==> src/rtl/spectrum_ram_reader_pkg.sv <==
// Shared definitions for the spectrum RAM read side: scan FSM encoding and
// the default bin window. Also consumed by modulation_detect.
package spectrum_ram_reader_pkg;

    // Scan controller states, 3-bit encoding shared with downstream logic.
    typedef enum logic [2:0] {
        ST_IDLE   = 3'd0,
        ST_SCAN1  = 3'd1,
        ST_DRAIN1 = 3'd2,
        ST_SCAN2  = 3'd3,
        ST_DRAIN2 = 3'd4,
        ST_FINISH = 3'd5
    } scan_state_e;

    // Default bin window: skip DC, cover the lower half of a 4096-point spectrum.
    localparam int DEF_START_BIN = 1;
    localparam int DEF_END_BIN   = 2047;

    // Number of bins visited per pass.
    localparam int BIN_COUNT = DEF_END_BIN - DEF_START_BIN + 1;

endpackage

==> src/rtl/spectrum_ram_reader_sync_edge_det.sv <==
// Two-flop synchronizer for an asynchronous level, followed by a third flop
// that turns its rising edge into a single-cycle strobe in the clk domain.
module sync_edge_det (
    input  logic clk,
    input  logic rst,
    input  logic i_async,
    output logic o_rise
);

    logic r_meta;
    logic r_sync;
    logic r_prev;

    // Synchronizer chain plus edge-history flop.
    // NOTE: sequential state uses non-blocking assignments so every flop samples
    // the pre-edge value of its neighbour; blocking here would collapse the chain.
    always_ff @(posedge clk or posedge rst) begin
        if (rst) begin
            r_meta <= 1'b0;
            r_sync <= 1'b0;
            r_prev <= 1'b0;
        end else begin
            r_meta <= i_async;
            r_sync <= r_meta;
            r_prev <= r_sync;
        end
    end

    assign o_rise = r_sync & ~r_prev;

endmodule

==> src/rtl/spectrum_ram_reader.sv <==
// Two-pass scanner over the FFT magnitude RAM: pass 1 finds the peak bin,
// pass 2 counts bins at or above peak >> THR_SHIFT. Results are held between
// scans and announced with a one-cycle done pulse.
module spectrum_ram_reader
    import spectrum_ram_reader_pkg::*;
#(
    parameter int ADDR_W    = 12,
    parameter int DATA_W    = 16,
    parameter int RD_LAT    = 1,
    parameter int START_BIN = DEF_START_BIN,
    parameter int END_BIN   = DEF_END_BIN,
    parameter int THR_SHIFT = 2
) (
    input  logic              clk,
    input  logic              rst,
    input  logic              wr_done,
    output logic [ADDR_W-1:0] rd_addr,
    input  logic [DATA_W-1:0] rd_data,
    output logic              busy,
    output logic              done,
    output logic [ADDR_W-1:0] peak_addr,
    output logic [DATA_W-1:0] peak_mag,
    output logic [ADDR_W:0]   above_cnt,
    output logic [7:0]        frame_cnt
);

    localparam logic [ADDR_W-1:0] L_START   = ADDR_W'(START_BIN);
    localparam logic [ADDR_W-1:0] L_END     = ADDR_W'(END_BIN);
    localparam logic [1:0]        L_DRN_END = 2'(RD_LAT - 1);

    scan_state_e r_state;
    scan_state_e w_state_nxt;

    logic              w_start;
    logic [1:0]        r_drain;
    logic              w_drain_last;
    logic              w_issue;

    // Read-latency delay line: valid flag and address of each outstanding read.
    logic [RD_LAT-1:0] r_vld_pipe;
    logic [ADDR_W-1:0] r_addr_pipe [RD_LAT];
    logic              w_samp_vld;
    logic [ADDR_W-1:0] w_samp_addr;

    // Working results.
    logic [DATA_W-1:0] r_max;
    logic [ADDR_W-1:0] r_max_addr;
    logic [DATA_W-1:0] r_thr;
    logic [ADDR_W:0]   r_cnt;
    logic              w_pk_upd;
    logic [DATA_W-1:0] w_max_nxt;

    sync_edge_det u_sync (
        .clk     (clk),
        .rst     (rst),
        .i_async (wr_done),
        .o_rise  (w_start)
    );

    assign w_issue      = (r_state == ST_SCAN1) || (r_state == ST_SCAN2);
    assign w_drain_last = (r_drain == L_DRN_END);
    assign w_samp_vld   = r_vld_pipe[RD_LAT-1];
    assign w_samp_addr  = r_addr_pipe[RD_LAT-1];

    // Strictly-greater compare keeps the lowest address on ties.
    assign w_pk_upd  = w_samp_vld && (rd_data > r_max);
    assign w_max_nxt = w_pk_upd ? rd_data : r_max;

    // FSM state register.
    always_ff @(posedge clk or posedge rst) begin
        if (rst) r_state <= ST_IDLE;
        else     r_state <= w_state_nxt;
    end

    // Next-state logic; start events outside IDLE are dropped.
    // NOTE: the default assignment at the top keeps this block free of latches
    // whichever case arm is taken.
    always_comb begin
        w_state_nxt = r_state;
        case (r_state)
            ST_IDLE:   if (w_start)          w_state_nxt = ST_SCAN1;
            ST_SCAN1:  if (rd_addr == L_END) w_state_nxt = ST_DRAIN1;
            ST_DRAIN1: if (w_drain_last)     w_state_nxt = ST_SCAN2;
            ST_SCAN2:  if (rd_addr == L_END) w_state_nxt = ST_DRAIN2;
            ST_DRAIN2: if (w_drain_last)     w_state_nxt = ST_FINISH;
            ST_FINISH:                       w_state_nxt = ST_IDLE;
            default:                         w_state_nxt = ST_IDLE;
        endcase
    end

    // Delay line tagging each RAM return with its valid flag and bin address.
    // NOTE: these few pipeline flops are reset so a scan aborted by rst cannot
    // leave a stale valid sample behind; the RAM itself is external.
    always_ff @(posedge clk or posedge rst) begin
        if (rst) begin
            r_vld_pipe <= '0;
            for (int i = 0; i < RD_LAT; i++) r_addr_pipe[i] <= '0;
        end else begin
            r_vld_pipe[0]  <= w_issue;
            r_addr_pipe[0] <= rd_addr;
            for (int i = 1; i < RD_LAT; i++) begin
                r_vld_pipe[i]  <= r_vld_pipe[i-1];
                r_addr_pipe[i] <= r_addr_pipe[i-1];
            end
        end
    end

    // Address generation, peak search, threshold count and result update.
    always_ff @(posedge clk or posedge rst) begin
        if (rst) begin
            rd_addr    <= '0;
            busy       <= 1'b0;
            done       <= 1'b0;
            peak_addr  <= '0;
            peak_mag   <= '0;
            above_cnt  <= '0;
            frame_cnt  <= '0;
            r_drain    <= '0;
            r_max      <= '0;
            r_max_addr <= '0;
            r_thr      <= '0;
            r_cnt      <= '0;
        end else begin
            done <= 1'b0;
            case (r_state)
                ST_IDLE: begin
                    r_max      <= '0;
                    r_max_addr <= L_START;
                    r_cnt      <= '0;
                    if (w_start) begin
                        rd_addr <= L_START;
                        busy    <= 1'b1;
                    end
                end
                ST_SCAN1: begin
                    r_drain <= '0;
                    if (rd_addr != L_END) rd_addr <= rd_addr + ADDR_W'(1);
                    if (w_pk_upd) begin
                        r_max      <= rd_data;
                        r_max_addr <= w_samp_addr;
                    end
                end
                ST_DRAIN1: begin
                    r_drain <= r_drain + 2'd1;
                    if (w_pk_upd) begin
                        r_max      <= rd_data;
                        r_max_addr <= w_samp_addr;
                    end
                    // Final write before SCAN2 sees the last pass-1 sample.
                    r_thr <= w_max_nxt >> THR_SHIFT;
                    if (w_drain_last) rd_addr <= L_START;
                end
                ST_SCAN2: begin
                    r_drain <= '0;
                    if (rd_addr != L_END) rd_addr <= rd_addr + ADDR_W'(1);
                    if (w_samp_vld && (rd_data >= r_thr)) r_cnt <= r_cnt + (ADDR_W+1)'(1);
                end
                ST_DRAIN2: begin
                    r_drain <= r_drain + 2'd1;
                    if (w_samp_vld && (rd_data >= r_thr)) r_cnt <= r_cnt + (ADDR_W+1)'(1);
                end
                ST_FINISH: begin
                    peak_addr <= r_max_addr;
                    peak_mag  <= r_max;
                    above_cnt <= r_cnt;
                    frame_cnt <= frame_cnt + 8'd1;
                    done      <= 1'b1;
                    busy      <= 1'b0;
                end
                default: ;
            endcase
        end
    end

endmodule

==> config.mk <==
export PLATFORM = sky130hd
export DESIGN_NAME = spectrum_ram_reader
export DESIGN_NICKNAME = d
export VERILOG_FILES = /design/src/rtl/spectrum_ram_reader_pkg.sv /design/src/rtl/spectrum_ram_reader_sync_edge_det.sv /design/src/rtl/spectrum_ram_reader.sv
export SDC_FILE = /design/constraint.sdc
export NUM_CORES = 1
export LEC_CHECK = 0
export CORE_ASPECT_RATIO = 0.75
export CORE_MARGIN = 5
export CORE_UTILIZATION = 47
export CTS_CLUSTER_SIZE = 40
export DETAILED_ROUTE_END_ITERATION = 8
export MAX_ROUTING_LAYER = met4
export PLACE_DENSITY = 0.71
export SYNTH_ARGS = -nofsm -noshare
export SYNTH_HDL_FRONTEND = slang
export SYNTH_SLANG_ARGS = --single-unit
==> constraint.sdc <==
create_clock -name clk -period 5.79 [get_ports clk]
set_clock_uncertainty 0.05 [all_clocks]
set_input_delay 1.4475 -clock clk [delete_from_list [all_inputs] [get_ports clk]]
set_output_delay 1.4475 -clock clk [all_outputs]
set_load 0.05 [all_outputs]
==> summary.md, run 1 <==
| Metric | Value |
|---|---|
| Routing usage on met2 | 30.3% |
| Grt ovf | 0 |
| Global routing's busiest layer | met2 |
| Clock Pin Slew Worst Setup and Hold Paths | 0.06 ns |
| Largest net degree at the start of global routing | 83 |
| Final net count | 815 |
| Worst slew pin tran | 1.12 ns |
| Syn Inst Count | 695 |
| Most used DFF post-synth | dfrtp_1 |
| DRC violations left | 0 |
| Routed wire length | 16700 microns |
| Worst setup path start | rd_data[14] |
| Initial Util | 48.3% |
| Fin crit period | 3.99 ns |
| Max-slew headroom | 24.7% |
| Share of layout cells above drive strength 1 | 6.71% |
| P_leak | 3.81 nW |
| Status | finished, final reports clean |
| Power Dens Cells | 383 nW/um^2 |
| Initial drt markers | 442 |
| Worst Hold Slack | 0.317 ns |
| Row cnt | 37 |
| Top Family by Delay on Critical Path | compound AO/OA/AOI/OAI gates |
| GPL Wtd Cong | 0.924 |
| CTS root buf | clkbuf_16 |
| Clk sinks | 139 |
| Synth warn | 0 |
| R2R Path Start | r_state[2] |
| Post-CTS resize count | 0 |
| Max H-tree Level | 4 |
| Initial DRT Pass Iterations | 5 |
| Dpl cells | 918 |
| Total track usage | 21.0% |
| CTS tree | done |
| Count of cell types in the netlist | 57 |
| Slew Viols, Final | 0 |
| Die area | 16700 sq um |
| Via-to-Cell Ratio | 5.79 |
| DR vias | 5497 |
| Final setup viols | 0 |
| Wire length per cell | 17.6 microns |
| Post-Syn Area | 6680 sq um |
| Asr flop ratio synth | 100% |
| Met1 Usage GRT | 29.4% |
| I/O pin count | 82 |
| Tcrit/Tclk final | 68.9% |
| Core Area | 13800 sq um |
| EDFF count, synth | 0 |
| HP Class | reg2reg |
| Setup Buffers After CTS | 0 |
| # diodes | 0 |
| Critical path arrival | 4.24 ns |
| Area Overhead vs Synth | 23.3% |
| Max clock buf depth | 2 |
| Unrepaired setup endpoints after global routing | false |
| Worst Setup Start Kind | input pin |
| Final ANT Viol Nets | 0 |
| GRT met3 Usage | 5.32% |
| Synthesis-stage register bit count | 139 |
| CP Capture Type | register |
| Die Ht | 113 microns |
| CP max stage cell | a221o_1 |
| Mean post-synth cell area | 9.61 sq um |
| Setup TNS Final | 0 ns |
| Antenna violations before repair | 0 |
| Hold Crit Start | u_sync.r_meta |
| Hold-fix buffers, CTS | 0 |
| Syn nets | 748 |
| Crit Path Max Fanout | 15 |
| Final Hold Fails | 0 |
| F_max | 250 MHz |
| Worst Path Class, Setup | in2reg |
| Post-synthesis sequential area ratio | 52.1% |
| Number of port buffers | 81 |
| DP HPWL | 11400 microns |
| Vias in the first global route | 5388 |
| Max VDD drop | 249 uV |
| Non-filler cells, final | 950 |
| TritonCTS Buffers | 17 |
| Number of max-cap violations | 0 |
| First-pass GRT wire length | 27600 microns |
| Worst skew pair latency | 0.42 ns |
| Critical Path, Cell by Cell | clkdlybuf4s50_1, ha_1, nand4_1, nor3_1, a21boi_1, o31a_1, nand2_1, a221o_1 |
| Worst EP required | 6.04 ns |
| Buffers & Inverters on Critical Path | 1 |
| Die X | 148 microns |
| Slowest stage delay, CP | 0.51 ns |
## synthesized netlist by cell type, types with 3 or more instances
cell type  number  area share [%]
o21a_1          3            0.34
and4_1          4            0.52
nor3_1         21             1.6
nand3_1        35             2.6
a22o_1          3            0.39
inv_1          39             2.2
nor4_1         15             1.4
buf_2           8            0.60
ha_1           34             6.4
nand4_1         9            0.84
dfrtp_1       139              52
o21ai_0        36             2.7
a31oi_1         7            0.66
a21oi_1        38             2.8
a32oi_1        13             1.7
xnor2_1         9             1.2
and3_1          9            0.84
buf_4           3            0.34
mux2i_1         9             1.3
o211ai_1       13             1.5
nand2b_1        5            0.47
buf_1           4            0.22
and2_1          7            0.66
nand2_1       119             6.7
nor2_1         27             1.5
clkbuf_1       28             1.6
a21o_1          6            0.67
o21ba_2         3            0.45
o22ai_1        15             1.4
## layer usage
layer	wire, microns	part of all wire, %
met5	0	0
met4	189	1.1
met1	7970	48
met3	1180	7.0
met2	7370	44
## cells by family after synthesis
family | Yosys count | share of synthesized area [%]
mux | 10 | 1.52
xor+xnor | 10 | 1.31
fa+ha+maj | 34 | 6.37
compound gates | 160 | 15.7
simple gates | 259 | 18.1
flops | 139 | 52.1
buf+inv | 83 | 4.98
## layout make-up
type,instances,area [sq um]
Clock inverter,10,140
Fill cell,1119,5610
Inverter,40,153
Timing Repair Buffer,91,886
Multi-Input combinational cell,473,2880
Sequential cell,139,3480
Tap cell,175,219
Clock buffer,22,474
## through the flow
stage | utilization (%) | instance area, sq um | power [W] | worst slack, ns
after floorplan | - | 6680 | 0.00179 | 0.568
after global placement | 55.0 | 7620 | 0.00201 | 1.50
after detailed placement | 55.0 | 7620 | 0.00204 | 1.43
after CTS | 59.5 | 8230 | 0.00316 | 1.83
after global routing | 59.5 | 8230 | 0.00331 | 1.64
final | 59.5 | 8230 | 0.00316 | 1.80
## worst reg2reg max path, stage by stage, from the launching register on
cell and delay (ns):
dfrtp_1 0.48, inv_1 0.64, a21oi_1 0.39, nor2b_1 0.68
a21oi_1 0.44, a221o_1 0.44
## registers in the layout, summed over array words and instances, names as in the netlist, 8 cells and up
| register | flops |
|---|---|
| above_cnt | 13 |
| frame_cnt | 8 |
| peak_addr | 12 |
| peak_mag | 16 |
| r_addr_pipe | 12 |
| r_cnt | 13 |
| r_max | 16 |
| r_max_addr | 12 |
| r_thr | 14 |
| rd_addr | 12 |
## final timing paths
| check | endpoint | slack, ns | cells past startpoint |
|---|---|---|---|
| setup reg to reg | r_cnt[6] | 2.56 | 5 |
| setup / recovery | r_max_addr[0] | 1.80 | 8 |
| max in group asynchronous | r_drain[0] | 3.12 | 3 |
| hold reg to reg | u_sync.r_sync | 0.32 | 0 |
| hold / removal | u_sync.r_sync | 0.32 | 0 |
| min in group asynchronous | peak_mag[12] | 1.57 | 2 |
## cell usage in the layout (no fill, tap or decap), types with 3 or more instances in the layout
master and instances:
xnor2_1 9, o21a_1 3, and3_1 9, inv_1 38
nand4_1 9, dfrtp_1 139, a32oi_1 13, and2_1 7
a31oi_1 7, mux2i_1 9, o21ba_2 3, clkdlybuf4s50_1 81
nor2_1 26, ha_1 34, clkinvlp_4 3, o22ai_1 15
nor4_1 15, o21ai_0 36, a21o_1 6, clkbuf_16 17
clkbuf_8 3, nor3_1 20, nand2_1 119, nand2b_1 5
bufinv_16 3, a22o_1 3, a21oi_1 38, buf_4 10
nand3_1 35, o211ai_1 13, and4_1 4
## report_power, final
part | switching (W) | internal, W | total (W)
Sequential | 0.000107 | 0.00112 | 0.00123
Combinational | 0.000518 | 0.000296 | 0.000814
Clock | 0.000403 | 0.000711 | 0.00111
Total | 0.00103 | 0.00213 | 0.00316
(Power assumes the default switching activity.)
==> run 2: changes to the inputs <==
clock period = 4 ns   (was 5.79 ns; I/O delays follow)
==> run 2 against run 1 <==
Final area grew 0.67%. Sequential power up 45%. Sequential share of layout area is 0.28 points lower. Sequential cell count unchanged. First-iteration DRC count is 14% lower. Critical endpoint is now r_max[15]. Largest power group unchanged. Highest routed layer unchanged.
==> summary.md, run 2 (synthesized netlist as in run 1, its figures left out) <==
| Metric | Value |
|---|---|
| DR vias | 5514 (+0.31%) |
| Share of layout cells above drive strength 1 | 8.27% (+1.6 points) |
| Post-CTS resize count | 0 (unchanged) |
| P_leak | 3.83 nW (+0.62%) |
| Critical path arrival | 3.64 ns (-0.60 ns) |
| HP Class | reg2reg |
| Via-to-Cell Ratio | 5.74 (-0.84%) |
| TritonCTS Buffers | 17 (unchanged) |
| I/O pin count | 82 (unchanged) |
| Placed inst area | 7730 sq um (+1.4%) |
| # diodes | 0 (unchanged) |
| Commonest non-fill, non-tap cells in the layout | dfrtp_1, nand2_1, clkdlybuf4s50_1 |
| CTS tree | done |
| Power Dens Cells | 535 nW/um^2 (+40%) |
| Clock Pin Slew Worst Setup and Hold Paths | 0.06 ns (about the same) |
| Row cnt | 37 (unchanged) |
| Max H-tree Level | 4 (unchanged) |
| First-pass GRT wire length | 27800 microns (+0.37%) |
| Vias in the first global route | 5427 (+0.72%) |
| DRC violations left | 0 (unchanged) |
| CP Capture Type | register |
| Initial drt markers | 378 (-14%) |
| Worst slew pin tran | 1.11 ns (-0.00950 ns) |
| Worst EP required | 4.26 ns (-1.78 ns) |
| Worst Path Class, Setup | in2reg |
| DP HPWL | 11500 microns (+0.39%) |
| Max-slew headroom | 25.4% (+0.64 points) |
| Layout Cell Area excl Fill | 8290 sq um (+0.67%) |
| Initial Util | 48.3% (unchanged) |
| Worst Setup Start Kind | input pin |
| Worst skew pair latency | 0.41 ns (about the same) |
| Hold-fix buffers, CTS | 0 (unchanged) |
| F_max | 296 MHz |
| CTS root buf | clkbuf_16 |
| Final Hold Fails | 0 (unchanged) |
| Number of max-cap violations | 0 (unchanged) |
| GPL Wtd Cong | 0.888 (-3.8%) |
| Wire length per cell | 17.2 microns (-2.4%) |
| Routed wire length | 16500 microns (-1.3%) |
| Total track usage | 20.9% (-0.12 points) |
| Setup Buffers After CTS | 0 (unchanged) |
| Die X | 148 microns (unchanged) |
| Grt ovf | 0 (unchanged) |
| Max VDD drop | 290 uV (+16%) |
| Tcrit/Tclk final | 84.5% |
| Fin crit period | 3.38 ns |
| PnR worst setup slack | 0.620 ns (-1.18 ns) |
| Number of port buffers | 81 (unchanged) |
| Die area | 16700 sq um (unchanged) |
| Hold Crit Start | u_sync.r_meta |
| Unrepaired setup endpoints after global routing | false |
| Biggest regs | peak_mag x16, r_max x16, r_thr x14 |
| Reg-to-Reg End | r_cnt[6] |
| Crit Path Max Fanout | 29 (+14) |
| Core Area | 13800 sq um (unchanged) |
| Max clock buf depth | 2 (unchanged) |
| Setup TNS Final | 0 ns (unchanged) |
| Hold path endpoint | u_sync.r_sync |
| Final net count | 826 (+1.3%) |
| Largest net degree at the start of global routing | 74 (-11%) |
| Antenna violations before repair | 0 (unchanged) |
| Final ANT Viol Nets | 0 (unchanged) |
| Initial DRT Pass Iterations | 5 (unchanged) |
| Final setup viols | 0 (unchanged) |
| WHS Path Cells | 0 (unchanged) |
| Slew Viols, Final | 0 (unchanged) |
| Die Ht | 113 microns (unchanged) |
| Most common cell after layout, fill and taps aside | dfrtp_1 |
| Dpl ws | 0.247 ns (-1.18 ns) |
| Area Overhead vs Synth | 24.1% |
| Status | finished, final reports clean |
| Clk sinks | 139 (unchanged) |
| R2R Path Start | r_state[1] |
| Reg2Reg Setup Slack | 1.33 ns (-1.23 ns) |
| R2r worst-path depth | 8 (+3) |
[run 2: changes by cell type in the layout (fill, tap and decap cells not counted), sizes merged]
cell,change
buf,+11
clkinvlp,+4
clkbuf,-4
inv,+1
clkinv,+1
bufinv,-2
[run 2: final cells by class]
class | count | area, sq um
fill | 1148 | 5550
sequential | 139 | 3480
multi-input combinational | 473 | 2880
timing repair buffer | 102 | 993
clock buffer | 18 | 439
tap | 175 | 219
inverter | 40 | 154
clock inverter | 14 | 121
[run 2: where the power goes]
part	internal (W)	leakage, nW	switching, W
logic	0.000454	1.82	0.000730
clock network	0.000870	0.261	0.000604
registers	0.00162	1.75	0.000156
[run 2: how the worst max path moves through the flow]
stage                            from   endpoint  slack, ns  cells past startpoint
final                     rd_data[13]  r_max[15]       0.62                      9
after global routing      rd_data[13]  r_max[13]       0.48                      9
after CTS                 rd_data[13]  r_max[15]       0.64                      9
after detailed placement  rd_data[13]  r_max[13]       0.25                      9
after global placement    rd_data[13]  r_max[13]       0.26                      9
after floorplan           rd_data[13]  r_thr[10]       1.01                      9
[run 2: worst max-delay path, stage by stage]
cell and delay (ns):
clkdlybuf4s50_1 0.61, ha_1 0.30, a21o_1 0.17, a21o_1 0.17, a2111o_1 0.46, o31ai_4 0.24, buf_4 0.33, o22ai_1 0.11
a32oi_1 0.23
[run 2: per-layer routing]
metal	GRT usage [%]	share of wire [%]	wire length, microns	vias to the layer above
li1	-	-	-	2635
met5	-	0	0	-
met1	30.4	48	7970	2683
met3	4.76	6.1	1010	9
met4	3.66	0.39	65	0
met2	30.6	45	7440	187
[run 2: through the flow]
| step | total power, W | cells | utilization, % | hold slack [ns] |
|---|---|---|---|---|
| after floorplan | 0.00259 | 695 | - | 0.281 |
| after global placement | 0.00292 | 929 | 55.8 | 0.286 |
| after detailed placement | 0.00296 | 929 | 55.8 | 0.292 |
| after CTS | 0.00445 | 961 | 59.9 | 0.311 |
| after global routing | 0.00468 | 961 | 59.9 | 0.323 |
| final | 0.00444 | 961 | 59.9 | 0.305 |
==> run 3: changes to the inputs <==
clock period = 3.2 ns   (was 4 ns; I/O delays follow)
==> run 3 against run 2 <==
Final area increased by 3.7%. Die area is the same. Global-route usage grew 1.0 points. Register-to-register slack got worse by 0.87 ns. Sequential power rose by 25%. Clock power rose by 41%. Total power grew 34%. First-iteration DRC count down 9.0%. Worst hold slack improved by 0.0014 ns. Count of clock-buffer cells in the layout is the same. Sequential cell count unchanged. Combinational power is 40% higher.
==> summary.md, run 3 (synthesized netlist as in run 1, its figures left out) <==
| Metric | Value |
|---|---|
| Status | finished, final reports clean |
| Placed inst area | 7960 sq um (+3.0%) |
| Number of max-cap violations | 0 (unchanged) |
| Biggest regs | peak_mag x16, r_max x16, r_thr x14 |
| Final Hold Fails | 0 (unchanged) |
| Layout Cell Area excl Fill | 8590 sq um (+3.7%) |
| Worst slew pin tran | 0.758 ns (-0.354 ns) |
| HP Class | reg2reg |
| Slew Viols, Final | 0 (unchanged) |
| Die area | 16700 sq um (unchanged) |
| Core Area | 13800 sq um (unchanged) |
| Tcrit/Tclk final | 94.6% |
| Area Overhead vs Synth | 28.7% |
| Max clock buf depth | 2 (unchanged) |
| Fin crit period | 3.03 ns |
| CTS root buf | clkbuf_16 |
| Routed wire length | 16900 microns (+2.6%) |
| Max-slew headroom | 49.4% (+24 points) |
| Number of port buffers | 81 (unchanged) |
| Dpl cells | 955 (+2.8%) |
| Non-filler cells, final | 986 (+2.6%) |
| Final net count | 852 (+3.1%) |
| Wire length per cell | 17.2 microns (about the same) |
| Vias in the first global route | 5722 (+5.4%) |
| F_max | 330 MHz |
| Max VDD drop | 535 uV (+84%) |
| Worst Setup Start Kind | input pin |
| Via-to-Cell Ratio | 5.74 (about the same) |
| Crit Path Max Fanout | 12 (-59%) |
| Share of layout cells above drive strength 1 | 11.2% (+3.0 points) |
| Most common cell after layout, fill and taps aside | dfrtp_1 |
| P_leak | 4.02 nW (+4.9%) |
| GPL Wtd Cong | 0.978 (+10%) |
| Initial drt markers | 344 (-9.0%) |
| Clock Pin Slew Worst Setup and Hold Paths | 0.06 ns (about the same) |
| Row cnt | 37 (unchanged) |
| Hold-fix buffers, CTS | 0 (unchanged) |
| Antenna violations before repair | 0 (unchanged) |
| Initial DRT Pass Iterations | 5 (unchanged) |
| DR vias | 5656 (+2.6%) |
| TritonCTS Buffers | 17 (unchanged) |
| DP HPWL | 11800 microns (+3.3%) |
| Final ANT Viol Nets | 0 (unchanged) |
| CTS tree | done |
| Die Ht | 113 microns (unchanged) |
| Grt ovf | 0 (unchanged) |
| Setup TNS Final | 0 ns (unchanged) |
| I/O pin count | 82 (unchanged) |
| Max H-tree Level | 4 (unchanged) |
| Clk sinks | 139 (unchanged) |
| Worst Hold Slack | 0.307 ns (+0.00141 ns) |
| CP Capture Type | register |
| Total track usage | 22.0% (+1.0 points) |
| Worst Path Class, Setup | in2reg |
| Final setup viols | 0 (unchanged) |
| Die X | 148 microns (unchanged) |
| Power Dens Cells | 691 nW/um^2 (+29%) |
| Initial Util | 48.3% (unchanged) |
| # diodes | 0 (unchanged) |
| Worst skew pair latency | 0.42 ns (about the same) |
| Critical path arrival | 3.30 ns (-0.34 ns) |
| DRC violations left | 0 (unchanged) |
| Largest net degree at the start of global routing | 65 (-12%) |
| Worst EP required | 3.47 ns (-0.79 ns) |
| Unrepaired setup endpoints after global routing | false |
| First-pass GRT wire length | 28900 microns (+4.1%) |
| Commonest non-fill, non-tap cells in the layout | dfrtp_1, nand2_1, clkdlybuf4s50_1 |
## run 3: path summary, 6_finish.rpt
| kind | from | end | slack (ns) | cells after the start |
|---|---|---|---|---|
| max | rd_data[12] | r_max[14] | 0.17 | 10 |
| min | u_sync.r_meta | u_sync.r_sync | 0.31 | 0 |
| max reg2reg | r_max[13] | r_max[14] | 0.46 | 10 |
| min reg2reg | u_sync.r_meta | u_sync.r_sync | 0.31 | 0 |
| max in group asynchronous | rst | rd_addr[8] | 1.69 | 3 |
| min in group asynchronous | rst | peak_mag[8] | 0.72 | 2 |
## run 3: report_power, final
group | switching (W) | internal (W)
Clock | 0.000767 | 0.00131
Combinational | 0.000962 | 0.000683
Sequential | 0.000196 | 0.00203
Total | 0.00193 | 0.00402
## run 3: layout make-up
cell class | instances | area (sq um)
Clock inverter | 13 | 189
Sequential cell | 139 | 3480
Clock buffer | 18 | 429
Inverter | 40 | 154
Fill cell | 1117 | 5250
Tap cell | 175 | 219
Timing Repair Buffer | 128 | 1230
Multi-Input combinational cell | 473 | 2890
## run 3: per-layer routing
layer	routed length (microns)	track usage (%)	up-vias
met5	0	-	-
met3	1100	5.24	20
li1	-	-	2681
met4	208	5.59	0
met1	8020	30.7	2762
met2	7590	32.4	193
## run 3: worst max-delay path: stages
cell and delay, ns:
clkdlybuf4s50_1 0.49, ha_1 0.24, a21o_1 0.17, a21o_1 0.17, a2111o_1 0.44, buf_4 0.16, o31ai_4 0.26, buf_4 0.25
o22ai_1 0.09, a32oi_1 0.23
## run 3: through the flow
| step | setup WS (ns) | util [%] | power (W) |
|---|---|---|---|
| after floorplan | 0.411 | - | 0.00324 |
| after global placement | -0.246 | 57.5 | 0.00378 |
| after detailed placement | -0.308 | 57.5 | 0.00385 |
| after CTS | 0.0948 | 62.0 | 0.00593 |
| after global routing | 0.0214 | 62.1 | 0.00624 |
| final | 0.172 | 62.1 | 0.00594 |
## run 3: what timing repair did
item / 4_1_cts / 5_1_grt
gates resized for setup: 0 / 4
endpoints found under the setup margin: 0 / 13
setup buffers: 0 / 0
